===== config.mk =====
export PLATFORM = sky130hd
export DESIGN_NAME = qu_fetch_ctrl_flat
export DESIGN_NICKNAME = d
export VERILOG_FILES = /design/src/rtl/qu_fetch_ctrl_if.sv /design/src/rtl/qu_fetch_ctrl.sv /design/src/flat_wrapper.sv
export SDC_FILE = /design/constraint.sdc
export NUM_CORES = 1
export LEC_CHECK = 0
export CAP_MARGIN = 20
export CORE_UTILIZATION = 50
export CTS_CLUSTER_DIAMETER = 60
export DETAILED_ROUTE_END_ITERATION = 8
export GPL_TIMING_DRIVEN = 0
export PLACE_DENSITY = 0.76
export SYNTH_ARGS = -nofsm -noshare
export SYNTH_HDL_FRONTEND = slang
export SYNTH_SLANG_ARGS = --single-unit

===== constraint.sdc =====
create_clock -name clk -period 5.15 [get_ports clk]
set_clock_uncertainty 0.1 [all_clocks]
set_input_delay 1.03 -clock clk [delete_from_list [all_inputs] [get_ports clk]]
set_output_delay 1.03 -clock clk [all_outputs]
set_load 0.05 [all_outputs]

===== src/rtl/qu_fetch_ctrl_if.sv =====
// qu_fetch_ctrl_if: instruction-memory request/response, redirect and decode channels
// of the Qu fetch sequencer; master is the fetch controller, slave is its environment.
interface qu_fetch_ctrl_if #(parameter int PC_WIDTH = 12);
    logic                imem_req_valid;
    logic                imem_req_ready;
    logic [PC_WIDTH-1:0] imem_req_addr;
    logic                imem_rsp_valid;
    logic [31:0]         imem_rsp_data;
    logic                redirect_valid;
    logic [PC_WIDTH-1:0] redirect_pc;
    logic                instr_valid;
    logic                instr_ready;
    logic [31:0]         instr_data;
    logic [PC_WIDTH-1:0] instr_pc;
    modport master (
        output imem_req_valid, imem_req_addr, instr_valid, instr_data, instr_pc,
        input  imem_req_ready, imem_rsp_valid, imem_rsp_data, redirect_valid, redirect_pc, instr_ready
    );
    modport slave (
        input  imem_req_valid, imem_req_addr, instr_valid, instr_data, instr_pc,
        output imem_req_ready, imem_rsp_valid, imem_rsp_data, redirect_valid, redirect_pc, instr_ready
    );
endinterface


===== src/rtl/qu_fetch_ctrl.sv =====
// qu_fetch_ctrl: PC owner, in-order imem fetch issue, response FIFO to decode, redirect flush.
// Define QU_FETCH_JAL_PREDICT_EN to redirect on buffered JAL words to their static target.
module qu_fetch_ctrl #(
    parameter int                  PC_WIDTH  = 12,
    parameter logic [PC_WIDTH-1:0] PC_RESET  = '0,
    parameter int                  BUF_DEPTH = 2
) (
    input logic             clk,
    input logic             rst_n,
    qu_fetch_ctrl_if.master bus
);
    localparam int CW = $clog2(BUF_DEPTH + 1) + 1;
    localparam int PW = BUF_DEPTH > 1 ? $clog2(BUF_DEPTH) : 1;
    localparam logic [1:0] BOOT = 2'd0, FETCH = 2'd1, FLUSH = 2'd2;
    logic [1:0]          state_q, state_d;
    logic [PC_WIDTH-1:0] pc_q, pc_d, jal_pc;
    logic [CW-1:0]       out_q, out_d, drop_q, drop_d, cnt_q, cnt_d;
    logic [PW-1:0]       rd_q, rd_d, wr_q, wr_d, prd_q, prd_d, pwr_q, pwr_d;
    logic [31:0]         fd_q [BUF_DEPTH];
    logic [PC_WIDTH-1:0] fp_q [BUF_DEPTH];
    logic [PC_WIDTH-1:0] pq_q [BUF_DEPTH];
    logic                pop, rsp, keep, jal, flush, acc;
    function automatic logic [PW-1:0] inc(input logic [PW-1:0] p);
        return p == PW'(BUF_DEPTH - 1) ? '0 : p + 1'b1;
    endfunction
    assign pop   = bus.instr_valid & bus.instr_ready;
    assign rsp   = bus.imem_rsp_valid;
    assign keep  = rsp && drop_q == '0 && !bus.redirect_valid;
`ifdef QU_FETCH_JAL_PREDICT_EN
    localparam logic [6:0] JAL_OPCODE = 7'b1101111;
    assign jal    = keep && bus.imem_rsp_data[6:0] == JAL_OPCODE;
    assign jal_pc = pq_q[prd_q] + PC_WIDTH'({{12{bus.imem_rsp_data[31]}}, bus.imem_rsp_data[19:12],
                    bus.imem_rsp_data[20], bus.imem_rsp_data[30:21], 1'b0});
`else
    assign jal    = 1'b0;
    assign jal_pc = pq_q[prd_q];
`endif
    assign flush = bus.redirect_valid | jal;
    // Slots freed by a same-cycle pop count, so a full buffer keeps streaming.
    assign bus.imem_req_valid = state_q == FETCH && !flush && (out_q + cnt_q - CW'(pop)) < CW'(BUF_DEPTH);
    assign bus.imem_req_addr  = pc_q;
    assign bus.instr_valid    = cnt_q != '0;
    assign bus.instr_data     = fd_q[rd_q];
    assign bus.instr_pc       = fp_q[rd_q];
    assign acc = bus.imem_req_valid & bus.imem_req_ready;
    always_comb begin
        out_d   = out_q + CW'(acc) - CW'(rsp);
        drop_d  = bus.redirect_valid ? out_q - CW'(rsp) : jal ? out_q - CW'(1) : drop_q - CW'(rsp && drop_q != '0);
        cnt_d   = bus.redirect_valid ? '0 : cnt_q + CW'(keep) - CW'(pop);
        rd_d    = bus.redirect_valid ? wr_q : pop ? inc(rd_q) : rd_q;
        wr_d    = bus.redirect_valid ? wr_q : keep ? inc(wr_q) : wr_q;
        prd_d   = rsp ? inc(prd_q) : prd_q;
        pwr_d   = acc ? inc(pwr_q) : pwr_q;
        pc_d    = bus.redirect_valid ? bus.redirect_pc & ~PC_WIDTH'(3) :
                  jal ? jal_pc & ~PC_WIDTH'(3) : acc ? pc_q + PC_WIDTH'(4) : pc_q;
        state_d = drop_d != '0 ? FLUSH : FETCH;
    end
    always_ff @(posedge clk or negedge rst_n) begin
        if (!rst_n) begin
            state_q <= BOOT;
            pc_q    <= PC_RESET;
            out_q   <= '0;
            drop_q  <= '0;
            cnt_q   <= '0;
            rd_q    <= '0;
            wr_q    <= '0;
            prd_q   <= '0;
            pwr_q   <= '0;
            for (int i = 0; i < BUF_DEPTH; i++) begin
                fd_q[i] <= '0;
                fp_q[i] <= '0;
                pq_q[i] <= '0;
            end
        end else begin
            state_q <= state_d;
            pc_q    <= pc_d;
            out_q   <= out_d;
            drop_q  <= drop_d;
            cnt_q   <= cnt_d;
            rd_q    <= rd_d;
            wr_q    <= wr_d;
            prd_q   <= prd_d;
            pwr_q   <= pwr_d;
            if (acc) pq_q[pwr_q] <= pc_q;
            if (keep) begin
                fd_q[wr_q] <= bus.imem_rsp_data;
                fp_q[wr_q] <= pq_q[prd_q];
            end
        end
    end
endmodule

===== src/flat_wrapper.sv =====
// flat-port wrapper written by rule: the top's interface ports become plain ports
module qu_fetch_ctrl_flat 
#(
    parameter int                  PC_WIDTH  = 12,
    parameter logic [PC_WIDTH-1:0] PC_RESET  = '0,
    parameter int                  BUF_DEPTH = 2
)
  (clk, rst_n, bus_imem_req_valid, bus_imem_req_addr, bus_instr_valid, bus_instr_data, bus_instr_pc, bus_imem_req_ready, bus_imem_rsp_valid, bus_imem_rsp_data, bus_redirect_valid, bus_redirect_pc, bus_instr_ready);
  qu_fetch_ctrl_if #(.PC_WIDTH(PC_WIDTH)) bus_i ();
  input logic clk;
  input logic rst_n;
  output wire logic [$bits(bus_i.imem_req_valid)-1:0] bus_imem_req_valid;
  output wire logic [$bits(bus_i.imem_req_addr)-1:0] bus_imem_req_addr;
  output wire logic [$bits(bus_i.instr_valid)-1:0] bus_instr_valid;
  output wire logic [$bits(bus_i.instr_data)-1:0] bus_instr_data;
  output wire logic [$bits(bus_i.instr_pc)-1:0] bus_instr_pc;
  input wire logic [$bits(bus_i.imem_req_ready)-1:0] bus_imem_req_ready;
  input wire logic [$bits(bus_i.imem_rsp_valid)-1:0] bus_imem_rsp_valid;
  input wire logic [$bits(bus_i.imem_rsp_data)-1:0] bus_imem_rsp_data;
  input wire logic [$bits(bus_i.redirect_valid)-1:0] bus_redirect_valid;
  input wire logic [$bits(bus_i.redirect_pc)-1:0] bus_redirect_pc;
  input wire logic [$bits(bus_i.instr_ready)-1:0] bus_instr_ready;
  assign bus_imem_req_valid = bus_i.imem_req_valid;
  assign bus_imem_req_addr = bus_i.imem_req_addr;
  assign bus_instr_valid = bus_i.instr_valid;
  assign bus_instr_data = bus_i.instr_data;
  assign bus_instr_pc = bus_i.instr_pc;
  assign bus_i.imem_req_ready = bus_imem_req_ready;
  assign bus_i.imem_rsp_valid = bus_imem_rsp_valid;
  assign bus_i.imem_rsp_data = bus_imem_rsp_data;
  assign bus_i.redirect_valid = bus_redirect_valid;
  assign bus_i.redirect_pc = bus_redirect_pc;
  assign bus_i.instr_ready = bus_instr_ready;
  qu_fetch_ctrl #(.PC_WIDTH(PC_WIDTH), .PC_RESET(PC_RESET), .BUF_DEPTH(BUF_DEPTH)) u_core (.clk(clk), .rst_n(rst_n), .bus(bus_i));
endmodule

==> After elaboration in Yosys (flattened, before gate mapping) <==
Cells that the tools add are included.
{ "totals": {"ff_bits": 139, "inputBits": 50, "output_inout_bits": 58, "wordCells": 87} }
{ "classes": {"addsub": 13, "order_cmp": 7, "eq_ne": 1, "mux": 29, "bitwise_logic": 7, "reduce_logical": 15} }
{ "op_table": {"columns": ["op", "n"], "rows": [
  ["32-bit 2-to-1 mux", 4],
  ["12-bit 2-to-1 mux", 10],
  ["64-bit bitwise mux", 1],
  ["24-bit bitwise mux", 2],
  ["32-bit demux with 1-bit select", 1],
  ["12-bit demux with 1-bit select", 2],
  ["3-bit by 1-bit subtractor with 3-bit output", 5],
  ["12-bit by 3-bit adder with 12-bit output (second input constant)", 1],
  ["3-bit nonzero test", 3],
  ["2-bit greater-or-equal comparator (second input constant)", 4],
  ["1-bit NOT with 2-bit output", 4],
  ["1-bit logical AND", 7],
  ["3-bit by 1-bit adder with 3-bit output", 2],
  ["1-bit 2-to-1 mux", 6],
  ["3-bit 2-to-1 mux", 2],
  ["1-bit adder (second input constant)", 4],
  ["2-bit by 1-bit < comparator with 1-bit output (second input constant)", 2],
  ["2-bit nonzero test", 2],
  ["3-bit adder", 1],
  ["3-bit logical NOT", 1],
  ["3-bit by 2-bit < comparator with 1-bit output (second input constant)", 1],
  ["1-bit bitwise AND", 2],
  ["2-bit by 1-bit == test with 1-bit output (second input constant)", 1],
  ["2-bit 2-to-1 mux", 1],
  ["other kinds (3)", 3]
]} }

==> Longest topological paths before layout <==
Gate-level depths: netlist (run 1).
{ "logic_depth": {"ltp_word": 8, "depth_mapped": 13, "depth_no_buf": 13} }

==> Worst setup path after synthesis (run 1) <==
Ideal clock, no wire load.
{ "synth_path": {"kind": "register -> output", "startpoint": "reg u_core.cnt_q[2]", "endpoint": "out bus_imem_req_valid", "arrival_time_ns": 3.107, "required_time_ns": 4.020, "slack_ns": 0.913, "stages_incl_launch_ff": 9, "n_path_buf": 0, "cell_sequence": "dfrtp_1 > or3_1 > and2_1 > ha_1 > nand2b_1 > fa_1 > xor2_2 > xnor2_2 > and2_1"} }
{ "synth_between": {"elab_chain_len": 5, "elab_cells_between_ends": 6, "cone_classes": "add/sub (2); order compare (1); bitwise (1); reduce/logical (2)"} }
{ "synth_rtl": {"columns": ["item", "line_no", "rtl"], "rows": [
  ["start, declared", "qu_fetch_ctrl.sv:17", "logic [CW-1:0] out_q, out_d, drop_q, drop_d, cnt_q, cnt_d;"],
  ["start signal, assigned", "qu_fetch_ctrl.sv:79", "cnt_q <= cnt_d;"],
  ["3-bit nonzero test", "qu_fetch_ctrl.sv:42", "assign bus.instr_valid = cnt_q != '0;"],
  ["named net bus_instr_valid", "flat_wrapper.sv:14", "output wire logic [$bits(bus_i.instr_valid)-1:0] bus_instr_valid;"],
  ["1-bit bitwise AND", "qu_fetch_ctrl.sv:26", "assign pop = bus.instr_valid & bus.instr_ready;"],
  ["3-bit by 1-bit subtractor with 3-bit output", "qu_fetch_ctrl.sv:40", "assign bus.imem_req_valid = state_q == FETCH && !flush && (out_q + cnt_q - CW'(pop)) < CW'(BUF_DEPTH);"],
  ["3-bit by 2-bit < comparator with 1-bit output", "qu_fetch_ctrl.sv:40", null],
  ["1-bit logical AND", "qu_fetch_ctrl.sv:40", null],
  ["end, declared", "flat_wrapper.sv:12", "output wire logic [$bits(bus_i.imem_req_valid)-1:0] bus_imem_req_valid;"]
]} }
The timed path passes the listed nets, and every way through them passes these cells.

==> Worst setup path in the final report (run 1) <==
{ "layout_path": {"startpoint": "in bus_instr_ready", "endpoint": "out bus_imem_req_valid"} }
{ "layout_between": {"elab_chain_len": 4} }
{ "layout_rtl": {"columns": ["item", "line_no", "rtl"], "rows": [
  ["start, declared", "flat_wrapper.sv:22", "input wire logic [$bits(bus_i.instr_ready)-1:0] bus_instr_ready;"],
  ["1-bit bitwise AND", "qu_fetch_ctrl.sv:26", null],
  ["3-bit by 1-bit subtractor with 3-bit output", "qu_fetch_ctrl.sv:40", null],
  ["3-bit by 2-bit < comparator with 1-bit output", "qu_fetch_ctrl.sv:40", null],
  ["1-bit logical AND", "qu_fetch_ctrl.sv:40", null]
]} }
Every way passes these cells.

==> results.sh, run 1 <==
export IMPL_hold_slack_ns=0.399
export IMPL_p_total_mw=5.29
export IMPL_cts_made_buffers=17
export IMPL_placed_cell_area_mm2=0.00731
export IMPL_netlist_area_mm2=0.00608
export IMPL_fin_tns_setup_ns=0
export IMPL_post_route_period_util_pct=96.3
export IMPL_p_leak_nw=3.64
export IMPL_fp_row_count=39
export IMPL_die_width_um=112
export IMPL_first_pass_iters=6
export IMPL_grt_pass1_wl_um=21500
export IMPL_cp_end_kind="output pin"
export IMPL_vdd_drop_max_mv=0.469
export IMPL_drive_gt1_share_pct=36.8
export IMPL_worstHoldStart="u_core.fd_q[44]$_DFFE_PN0P_"
export IMPL_first_iter_violations=277
export IMPL_ctsHoldBuffers=0
export IMPL_place_inst=684
export IMPL_cts_tree="done"
export IMPL_ctsRootBufferMaster="clkbuf_16"
export IMPL_tightest_slew_ns=0.752
export IMPL_drc=5
export IMPL_ys_ff_latch=129
export IMPL_critPathMaxFanout=10
export IMPL_syn_inst=436
export IMPL_ys_seq_area_share_pct=53.1
export IMPL_dieHeight_um=112
export IMPL_start_kind="input port"
export IMPL_vias_per_cell=5.40
export IMPL_overflow=0
export IMPL_rsz0062_at_grt="false"
export IMPL_final_common_cell="mux2_2"
export IMPL_outcome="finished with violations"
export IMPL_crit_required_ns=4.02
export IMPL_reg2reg_slack_ns=1.18
export IMPL_place_congestion=0.858
export IMPL_hold_viol_final=0
export IMPL_ctsResizeCount=1
export IMPL_pin_count=108
export IMPL_htree_levels=4
export IMPL_cts_clk_slew_worst_paths_ns=0.05
export IMPL_clock_sinks=129
export IMPL_power_density_mw_per_mm2=661
export IMPL_r2r_start="u_core.cnt_q[2]$_DFF_PN0_"
export IMPL_portBuffers=101
export IMPL_dp_hpwl_um=8610
export IMPL_startpoint="bus_instr_ready"
export IMPL_antenna_found_initial=0
export IMPL_num_vias=3865
export IMPL_dp_slack_ns=-0.0924
export IMPL_violations="DRC"
export IMPL_cts_buffer_depth=2
export IMPL_setup_violations=0
export IMPL_start_util_pct=52.3
export IMPL_drv_cap=0
export IMPL_post_cts_setup_buffers=0
export IMPL_nets=624
export IMPL_fmax_ghz=0.202
export IMPL_maxSlewHeadroom_pct=49.9
export IMPL_wl_per_cell_um=17.6
export IMPL_utilization_pct=68.9
export IMPL_design_area_mm2=0.00800
export IMPL_yosysUniqueCellTypes=40
export IMPL_syn2layout_area_growth_pct=31.7
export IMPL_finalWirelength_um=12600
export IMPL_fin_cells=716
export IMPL_grt_total_usage_pct=22.1
export IMPL_coreArea_mm2=0.0116
export IMPL_synth_area_per_cell_um2=13.9
export IMPL_antennaDiodeCount=0
export IMPL_crit_type="in -> out"
export IMPL_arrival_ns=3.83
export IMPL_finalCriticalPeriod_ns=4.96
export IMPL_antenna_left=0
export IMPL_dieArea_mm2=0.0126
export IMPL_grt_pass1_vias=4326
export IMPL_finalMaxSlewViolations=0
export IMPL_setup_slack_ns=0.189
export IMPL_layout_common_cells="mux2_2, dfrtp_1, clkdlybuf4s50_1, inv_1, clkbuf_16"
export IMPL_grt_max_degree=91
export IMPL_clock_latency_ns=0.41
export IMPL_yosys_warnings=0
export IMPL_hold_path_class="reg -> reg"
-- Yosys cell counts --
library cell / count / area (µm²)
xor2_1: 3 / 26.3
nor2_2: 1 / 6.26
nand3b_1: 1 / 7.51
and2_1: 5 / 31.3
conb_1: 1 / 3.75
o311ai_0: 7 / 61.3
fa_1: 3 / 60.1
nand3_1: 5 / 25.0
or4_1: 1 / 7.51
nor3_1: 6 / 30.0
a211o_2: 1 / 10.0
mux2i_1: 1 / 10.0
mux2_4: 10 / 150
or3_1: 2 / 12.5
buf_4: 8 / 60.1
inv_1: 20 / 75.1
nand2b_1: 2 / 12.5
mux2_2: 146 / 1640
and3_1: 1 / 6.26
nor4_1: 2 / 12.5
ha_1: 11 / 138
buf_2: 4 / 20.0
nand2_1: 16 / 60.1
o31a_1: 2 / 17.5
dfrtp_1: 129 / 3230
nor2b_1: 3 / 18.8
o31ai_1: 1 / 7.51
a221o_1: 2 / 20.0
xnor2_2: 2 / 32.5
a21oi_1: 1 / 5.00
xnor2_1: 8 / 70.1
nor3_4: 1 / 16.3
and4bb_2: 1 / 12.5
o211ai_1: 7 / 52.6
clkbuf_1: 10 / 37.5
o21ai_0: 3 / 15.0
buf_6: 1 / 11.3
o21a_1: 2 / 15.0
xor2_2: 2 / 32.5
nor2_1: 4 / 15.0
-- state kept, by name, indices dropped and copies added, names as in the netlist --
register	count
u_core.bus.imem_req_addr	10
u_core.cnt_q	3
u_core.drop_q	3
u_core.fd_q	64
u_core.fp_q	20
u_core.out_q	3
u_core.pq_q	20
u_core.prd_q	1
u_core.pwr_q	1
u_core.rd_q	1
u_core.state_q	2
u_core.wr_q	1
-- layout make-up --
| cell class | count | area (µm²) |
|---|---|---|
| Timing Repair Buffer | 102 | 1040 |
| Buffer | 23 | 129 |
| Tap cell | 143 | 179 |
| Fill cell | 831 | 3610 |
| Sequential cell | 129 | 3230 |
| Multi-Input combinational cell | 267 | 2660 |
| Clock buffer | 18 | 439 |
| Clock inverter | 14 | 258 |
| Inverter | 20 | 75.1 |
-- metal layers --
metal  part of all wire [%]  track usage (%)  vias to the layer above
met3                    4.8             5.72                       22
li1                       -                -                     1782
met5                      0                0                        -
met4                    1.6             7.38                        0
met2                     52             38.4                      103
met1                     42             26.9                     1958
-- where the power goes --
| group | leakage (nW) | internal, mW | total (mW) | switching [mW] |
|---|---|---|---|---|
| combinational | 1.64 | 0.981 | 2.33 | 1.35 |
| sequential | 1.66 | 1.36 | 1.55 | 0.194 |
| clock | 0.336 | 0.968 | 1.41 | 0.438 |
-- cells by family (layout without fill, tap and decap cells) --
family / after synthesis / in the layout / share of synthesized area (%)
buffers and inverters: 43 / 177 / 3.36
other: 1 / 4 / 0.0617
DFF: 129 / 129 / 53.1
xor gates and xnor gates: 15 / 15 / 2.66
adders and majority gates: 14 / 14 / 3.25
muxes: 157 / 157 / 29.7
AOI/OAI and AO/OA: 26 / 26 / 3.36
and+or+nand+nor: 51 / 51 / 4.51
-- final timing paths --
kind	endpoint	depth (start not counted)
worst max-delay path	bus_imem_req_valid	9
worst min-delay path	u_core.fd_q[44]$_DFFE_PN0P_	1
worst max register to register	u_core.out_q[2]$_DFF_PN0_	13
worst min register to register	u_core.fd_q[44]$_DFFE_PN0P_	1
max in group asynchronous	u_core.fd_q[50]$_DFFE_PN0P_	2
min in group asynchronous	u_core.drop_q[0]$_DFF_PN0_	1
-- worst max-delay path, stage by stage --
cell             delay (ns)
clkdlybuf4s50_1        0.45
and2_1                 0.18
ha_1                   0.24
nand2b_1               0.15
fa_1                   0.41
xor2_2                 0.20
xnor2_2                0.44
and2_1                 0.20
dlygate4sd2_1          0.52
No activity file was read; power rests on OpenSTA's default activity.
==> run 2, diff against run 1 <==
--- a/config.mk
+++ b/config.mk
@@ -7,7 +7,6 @@
 export LEC_CHECK = 0
 export CAP_MARGIN = 20
 export CORE_UTILIZATION = 50
-export CTS_CLUSTER_DIAMETER = 60
 export DETAILED_ROUTE_END_ITERATION = 8
 export GPL_TIMING_DRIVEN = 0
 export PLACE_DENSITY = 0.76
==> results of run 2 <==
No change in the layout: final DEF, timing and power equal those of run 1.
